### config.mk
export PLATFORM = sky130hd
export DESIGN_NAME = serial_add_sub_flat
export DESIGN_NICKNAME = d
export VERILOG_FILES = /design/src/rtl/serial_add_sub_if.sv /design/src/rtl/serial_add_sub.sv /design/src/flat_wrapper.sv
export SDC_FILE = /design/constraint.sdc
export NUM_CORES = 1
export LEC_CHECK = 0
export ABC_AREA = 1
export BUFFER_PORTS_ARGS = -buffer_cell sky130_fd_sc_hd__buf_2
export CORE_ASPECT_RATIO = 0.8
export CORE_UTILIZATION = 30
export DETAILED_ROUTE_END_ITERATION = 12
export SYNTH_ARGS = -nofsm -noshare
export SYNTH_HDL_FRONTEND = slang
export SYNTH_SLANG_ARGS = --single-unit
### constraint.sdc
create_clock -name clk -period 1.2 [get_ports clk]
set_input_delay 0.12 -clock clk [delete_from_list [all_inputs] [get_ports clk]]
set_output_delay 0.12 -clock clk [all_outputs]
set_load 0.01 [all_outputs]
### src/rtl/serial_add_sub_if.sv
`default_nettype none
// ============================================================================
//  Module      : serial_add_sub_if
//  Description : Request/result bundle for the bit-serial adder/subtractor.
//                The sub mode bit exists only when SERIAL_ADD_SUB_SUB_EN is
//                defined.
//  Revision    : 1.0 - initial release
// ============================================================================
interface serial_add_sub_if #(
    parameter int WIDTH = 8
);
    logic             start;
    logic [WIDTH-1:0] a;
    logic [WIDTH-1:0] b;
    logic             cin;
`ifdef SERIAL_ADD_SUB_SUB_EN
    logic             sub;
`endif
    logic             busy;
    logic             done;
    logic [WIDTH-1:0] sum;
    logic             cout;

    // Requester side: issues operands, observes status and result
    modport master (
        output start, a, b, cin,
`ifdef SERIAL_ADD_SUB_SUB_EN
        output sub,
`endif
        input  busy, done, sum, cout
    );

    // Arithmetic unit side
    modport slave (
        input  start, a, b, cin,
`ifdef SERIAL_ADD_SUB_SUB_EN
        input  sub,
`endif
        output busy, done, sum, cout
    );
endinterface
`default_nettype wire

### src/rtl/serial_add_sub.sv
`default_nettype none
// ============================================================================
//  Module      : serial_add_sub
//  Description : Bit-serial adder. One full-adder cell plus a carry flop
//                resolves WIDTH-bit operands LSB-first, one bit per clock.
//                Optional macro SERIAL_ADD_SUB_SUB_EN adds a sub mode that
//                reuses the cell as a full subtractor (carry becomes borrow).
//  Revision    : 1.0 - initial release
// ============================================================================
module serial_add_sub #(
    parameter int WIDTH = 8
) (
    input  wire logic           clk,
    input  wire logic           rst,
    serial_add_sub_if.slave     bus
);
    localparam int CW = (WIDTH > 1) ? $clog2(WIDTH) : 1;
    localparam logic [CW-1:0] C_CNT_LAST = CW'(WIDTH - 1);
    localparam logic [CW-1:0] C_CNT_ONE  = CW'(1);

    typedef enum logic [1:0] {
        IDLE  = 2'd0,
        SHIFT = 2'd1,
        DONE  = 2'd2
    } state_t;

    state_t           state;
    logic [CW-1:0]    cnt;
    logic             carry;
    logic [WIDTH-1:0] op_a;
    logic [WIDTH-1:0] op_b;
    logic [WIDTH-1:0] work;
    logic             busy_r;
    logic             done_r;
    logic [WIDTH-1:0] sum_r;
    logic             cout_r;
    logic             bit_s;
    logic             carry_next;
    logic [WIDTH-1:0] work_next;
`ifdef SERIAL_ADD_SUB_SUB_EN
    logic             mode;
`endif

    assign bus.busy = busy_r;
    assign bus.done = done_r;
    assign bus.sum  = sum_r;
    assign bus.cout = cout_r;

    // Single-bit ALU: sum/difference bit and next carry/borrow for the LSBs
    always_comb begin
        bit_s      = op_a[0] ^ op_b[0] ^ carry;
        carry_next = (op_a[0] & op_b[0]) | ((op_a[0] ^ op_b[0]) & carry);
`ifdef SERIAL_ADD_SUB_SUB_EN
        if (mode) begin
            carry_next = (~op_a[0] & op_b[0]) | (~(op_a[0] ^ op_b[0]) & carry);
        end
`endif
        // Result bits enter at the MSB so bit 0 lands in place after WIDTH shifts
        work_next  = {bit_s, work[WIDTH-1:1]};
    end

    // Control FSM and datapath registers; outputs are registered
    always_ff @(posedge clk) begin
        if (rst) begin
            state  <= IDLE;
            cnt    <= '0;
            carry  <= 1'b0;
            op_a   <= '0;
            op_b   <= '0;
            work   <= '0;
            busy_r <= 1'b0;
            done_r <= 1'b0;
            sum_r  <= '0;
            cout_r <= 1'b0;
`ifdef SERIAL_ADD_SUB_SUB_EN
            mode   <= 1'b0;
`endif
        end else begin
            case (state)
                IDLE: begin
                    done_r <= 1'b0;
                    if (bus.start) begin
                        op_a   <= bus.a;
                        op_b   <= bus.b;
                        carry  <= bus.cin;
`ifdef SERIAL_ADD_SUB_SUB_EN
                        mode   <= bus.sub;
`endif
                        cnt    <= '0;
                        busy_r <= 1'b1;
                        state  <= SHIFT;
                    end
                end
                SHIFT: begin
                    op_a  <= op_a >> 1;
                    op_b  <= op_b >> 1;
                    work  <= work_next;
                    carry <= carry_next;
                    cnt   <= cnt + C_CNT_ONE;
                    // Terminal compare on the last bit index, not on overflow
                    if (cnt == C_CNT_LAST) begin
                        sum_r  <= work_next;
                        cout_r <= carry_next;
                        done_r <= 1'b1;
                        state  <= DONE;
                    end
                end
                DONE: begin
                    done_r <= 1'b0;
                    busy_r <= 1'b0;
                    state  <= IDLE;
                end
                default: begin
                    done_r <= 1'b0;
                    busy_r <= 1'b0;
                    state  <= IDLE;
                end
            endcase
        end
    end
endmodule
`default_nettype wire

### src/flat_wrapper.sv
// flat-port wrapper written by rule: the top's interface ports become plain ports
module serial_add_sub_flat 
#(
    parameter int WIDTH = 8
)
  (clk, rst, bus_start, bus_a, bus_b, bus_cin, bus_busy, bus_done, bus_sum, bus_cout);
  serial_add_sub_if #(.WIDTH(WIDTH)) bus_i ();
  input  wire logic clk;
  input  wire logic rst;
  input wire logic [$bits(bus_i.start)-1:0] bus_start;
  input wire logic [$bits(bus_i.a)-1:0] bus_a;
  input wire logic [$bits(bus_i.b)-1:0] bus_b;
  input wire logic [$bits(bus_i.cin)-1:0] bus_cin;
  output wire logic [$bits(bus_i.busy)-1:0] bus_busy;
  output wire logic [$bits(bus_i.done)-1:0] bus_done;
  output wire logic [$bits(bus_i.sum)-1:0] bus_sum;
  output wire logic [$bits(bus_i.cout)-1:0] bus_cout;
  assign bus_i.start = bus_start;
  assign bus_i.a = bus_a;
  assign bus_i.b = bus_b;
  assign bus_i.cin = bus_cin;
  assign bus_busy = bus_i.busy;
  assign bus_done = bus_i.done;
  assign bus_sum = bus_i.sum;
  assign bus_cout = bus_i.cout;
  serial_add_sub #(.WIDTH(WIDTH)) u_core (.clk(clk), .rst(rst), .bus(bus_i));
endmodule
==> summary.md <==
| Metric | Value |
|---|---|
| Result of the run | `finished with violations` |
| Violated checks | `negative setup slack` |
| Pre-Repair DR Iteration Count | `4` |
| Core region area | `5620 sq um` |
| Family of cells with the greatest summed delay on the critical path | `simple AND/OR/NAND/NOR gates` |
| Count of pins on the block boundary | `31` |
| Met2 track utilization from global routing | `0.194` |
| Hold-critical path endpoint | `u_core.op_a[7]` |
| Number of global-route vias before repair | `1457` |
| Number of buffers added on ports | `30` |
| Tightest Hold Check Type | `primary input to register` |
| Wirelength, routed | `slightly above 4 mm` |
| Met1 track utilization from global routing | `0.182` |
| Wire length of the first global-routing pass | `6.32 mm` |
| Overflow left after global routing | `0` |
| Start-to-end type of the worst setup path | `register to register` |
| Mean post-synth cell area | `between 7 and 8 sq um` |
| Number of DRC markers after the initial detailed-route iteration | `36` |
| Unrepaired setup endpoints after global routing | `yes` |
| Source-to-sink clock delay at the later pin of the worst-skew pair | `290 ps` |
| Antenna cell count | `0` |
| Die Y-Extent | `71.2 um` |
| Post-detailed-route DRC marker count | `0` |
| Area Growth Syn to Fin | `37.0%` |
| Fin. Hold Viols | `0` |
| Global-route total usage across every layer | `0.131` |
| Slew @ Worst Pin | `251 ps` |
| Number of failing setup endpoints in the final timing report | `16` |
| Cell chosen for the clock root | `sky130_fd_sc_hd__clkbuf_8` |
| Source of the worst hold timing path | `bus_a[7]` |
| Utilization after layout | `0.439` |
| Reg2reg path depth | `7` |
| R2r setup slk | `-40 ps` |
| Total leakage power | `1.22 nW` |
| Initial cell density of the core | `0.320` |
| Fraction of layout cells with a size suffix above 1 | `0.335` |
| Share of synthesized area occupied by flip-flops and latches | `0.445` |
| Instance area at placement | `between 2000 and 2500 sq um` |
| Total half-perimeter wirelength after legalization and detailed placement | `2.65 mm` |
| Flops & latches, synth | `40` |
| Required time reported for the critical path endpoint | `1390 ps` |
| CTS tree | `done` |
| Die outline width | `88.6 um` |
| Pin count of the biggest net entering global routing | `21` |
| Peak Freq | `around 810 MHz` |
| Worst Path Arrival | `1430 ps` |
| Worst Slack Setup Final | `-37.6 ps` |
| Largest voltage drop on the vdd net | `387 uV` |
| Row cnt | `24` |
| Cells after synthesis | `256` |
| Shortest clock period the worst path allows after layout | `1240 ps` |
| Total Nets Final | `332` |
| Crit-path max FO | `9` |
| Hold Path Depth | `3` |
| Cell Count Post-Placement | `about 370` |
| Met3 layer usage reported by global route | `0.0346` |
| Busiest layer in global routing | `met2` |
| Worst Path Buf+Inv | `1` |
| Startpoint type of the worst setup path | `register` |
| Clk sinks | `40` |
| Clock transition at the registers of the reported paths | `approximately 80 ps` |
| Capture point of the worst reg-to-reg path | `u_core.bus.sum[6]` |
| Cell area after layout | `2460 sq um` |
| Largest buffer count on any clock path | `2` |
| Post-route fraction of the period consumed by the critical path | `1.03` |
| Summed instance area of the synthesized netlist | `1800 sq um` |
| Number of nets produced by synthesis | `279` |
| Count of placed standard cells in the final layout, fillers left out | `388` |
| Cell chain of the critical path | `ha_4, ha_4, nand2_4, nor2_4, inv_4, nor2_1, nor2_1` |
| Unique masters post-synth | `21` |
| Pre-CTS setup slack | `-194 ps` |
| Via-to-Cell Ratio | `4.24` |
| Overall power | `2.86 mW` |
| MaxCap Viol Count | `0` |
| Final clock skew | `2.48 ps` |
| R2r startpoint | `u_core.cnt[0]` |
| Antenna violations before repair | `0` |
| Crit path max-delay cell type | `sky130_fd_sc_hd__dfxtp_2` |
| Hold buffer count at cts | `0` |
| Die area | `6310 sq um` |
| CTS H-Tree Depth | `2` |
| Slew headroom | `0.832` |
| Yosys warning total | `0` |
| Count of vias placed by the detailed router | `about 1600` |
| Final-report max-slew violation count | `0` |
| Wire length per cell | `10.6 um` |
| Fillers | `592` |
| Routed Antenna Nets | `0` |
| Last weighted congestion value of the routability-driven placer | `0.726` |
| Total clock buffers created by CTS | `5` |
| Power per Cell Area | `1160 nW/um^2` |
| Largest incremental delay on the critical path | `360 ps` |
| Worst Setup End Kind | `register` |
layout by cell type (no fill, tap or decap), drive strengths merged:
cell      synthesis  final
clkinvlp          0      1
nand2            82     82
nor3b             1      1
inv              40     40
fa                1      1
dfxtp            40     40
clkinv            1      1
buf               9     54
clkbuf            1      9
nor2             35     35
nand3             4      4
a21oi            27     27
nor3              1      1
ha                2      2
o21ai            12     12
layer usage:
metal / wire [um] / part of all wire
met5: 0 / 0
met4: 51 / 0.012
met3: 148 / 0.036
met2: 1760 / 0.43
met1: 2140 / 0.52
synth_stat cells:
master                     instances  area (sq um)
sky130_fd_sc_hd__buf_1             1          3.75
sky130_fd_sc_hd__nor3b_1           1          7.51
sky130_fd_sc_hd__buf_6             6          67.6
sky130_fd_sc_hd__inv_1            38           143
sky130_fd_sc_hd__o21ai_0          11          55.1
sky130_fd_sc_hd__nor2_4            1          11.3
sky130_fd_sc_hd__nor3_1            1          5.00
sky130_fd_sc_hd__buf_2             2          10.0
sky130_fd_sc_hd__a21oi_1          23           115
sky130_fd_sc_hd__inv_2             2          7.51
sky130_fd_sc_hd__nand3_1           4          20.0
sky130_fd_sc_hd__dfxtp_1          40           801
sky130_fd_sc_hd__ha_1              2          25.0
sky130_fd_sc_hd__a21oi_2           4          35.0
sky130_fd_sc_hd__clkinv_1          1          3.75
sky130_fd_sc_hd__clkbuf_1          1          3.75
sky130_fd_sc_hd__fa_1              1          20.0
sky130_fd_sc_hd__nand2_2           5          31.3
sky130_fd_sc_hd__o21ai_4           1          16.3
sky130_fd_sc_hd__nor2_1           34           128
sky130_fd_sc_hd__nand2_1          77           289
cell families after synthesis:
| kind of cell | synth area share |
|---|---|
| AO/OA/AOI/OAI | 0.123 |
| flip-flops | 0.445 |
| buffers and inverters | 0.133 |
| AND/OR/NAND/NOR | 0.273 |
| adder cells (fa/ha/maj) | 0.0251 |
worst register-to-register path, delay by kind of cell, from the launching register on:
family	cells	cell delay, ps
adder cells (fa/ha/maj)	2	270
AND/OR/NAND/NOR	4	410
buffers and inverters	1	100
flip-flops	1	360
final cells by class:
cell class	instances	area, sq um	share of cell area
Inverter	41	156	0.0635
Timing Repair Buffer	56	429	0.174
Clock inverter	1	7.51	0.00305
Clock buffer	7	86.3	0.0350
Multi-Input combinational cell	165	878	0.357
Tap cell	78	97.6	0.0396
Sequential cell	40	808	0.328
state kept, by name, summed over array words and instances, names as in the netlist, 2 cells and up:
signal	count
u_core.bus.sum	8
u_core.op_a	8
u_core.op_b	8
u_core.work	7
u_core.cnt	3
u_core.state	2
power breakdown:
| part | switching (mW) | internal [mW] | total (mW) |
|---|---|---|---|
| Sequential | 0.0345 | 1.40 | 1.43 |
| Clock | 0.470 | 0.467 | 0.937 |
| Combinational | 0.264 | 0.224 | 0.488 |
per-stage QoR:
stage | hold slack, ps | setup TNS [ps]
6_report | 122 | -342
5_1_grt | 148 | -1510
4_1_cts | 116 | -242
3_5_place_dp | 426 | -1590
3_3_place_gp | 431 | -902
2_1_floorplan | 196 | 0
repair_timing:
action,4_1_cts,5_1_grt
buffers inserted,2,4
pin swaps,4,15
gates cloned,0,3
resized for setup,17,29
setup endpoints to repair,12,28
worst max-delay path by stage:
stage / from / endpoint / slack (ps) / depth (start not counted)
6_report: u_core.cnt[0] / u_core.bus.sum[6] / -40 / 7
5_1_grt: u_core.cnt[1] / u_core.bus.sum[7] / -130 / 7
4_1_cts: u_core.cnt[1] / u_core.bus.sum[0] / -40 / 7
3_5_place_dp: u_core.cnt[0] / u_core.bus.sum[5] / -190 / 7
3_3_place_gp: u_core.cnt[0] / u_core.bus.cout / -110 / 7
2_1_floorplan: u_core.cnt[1] / u_core.bus.sum[3] / 20 / 7
(Power assumes the default switching activity.)
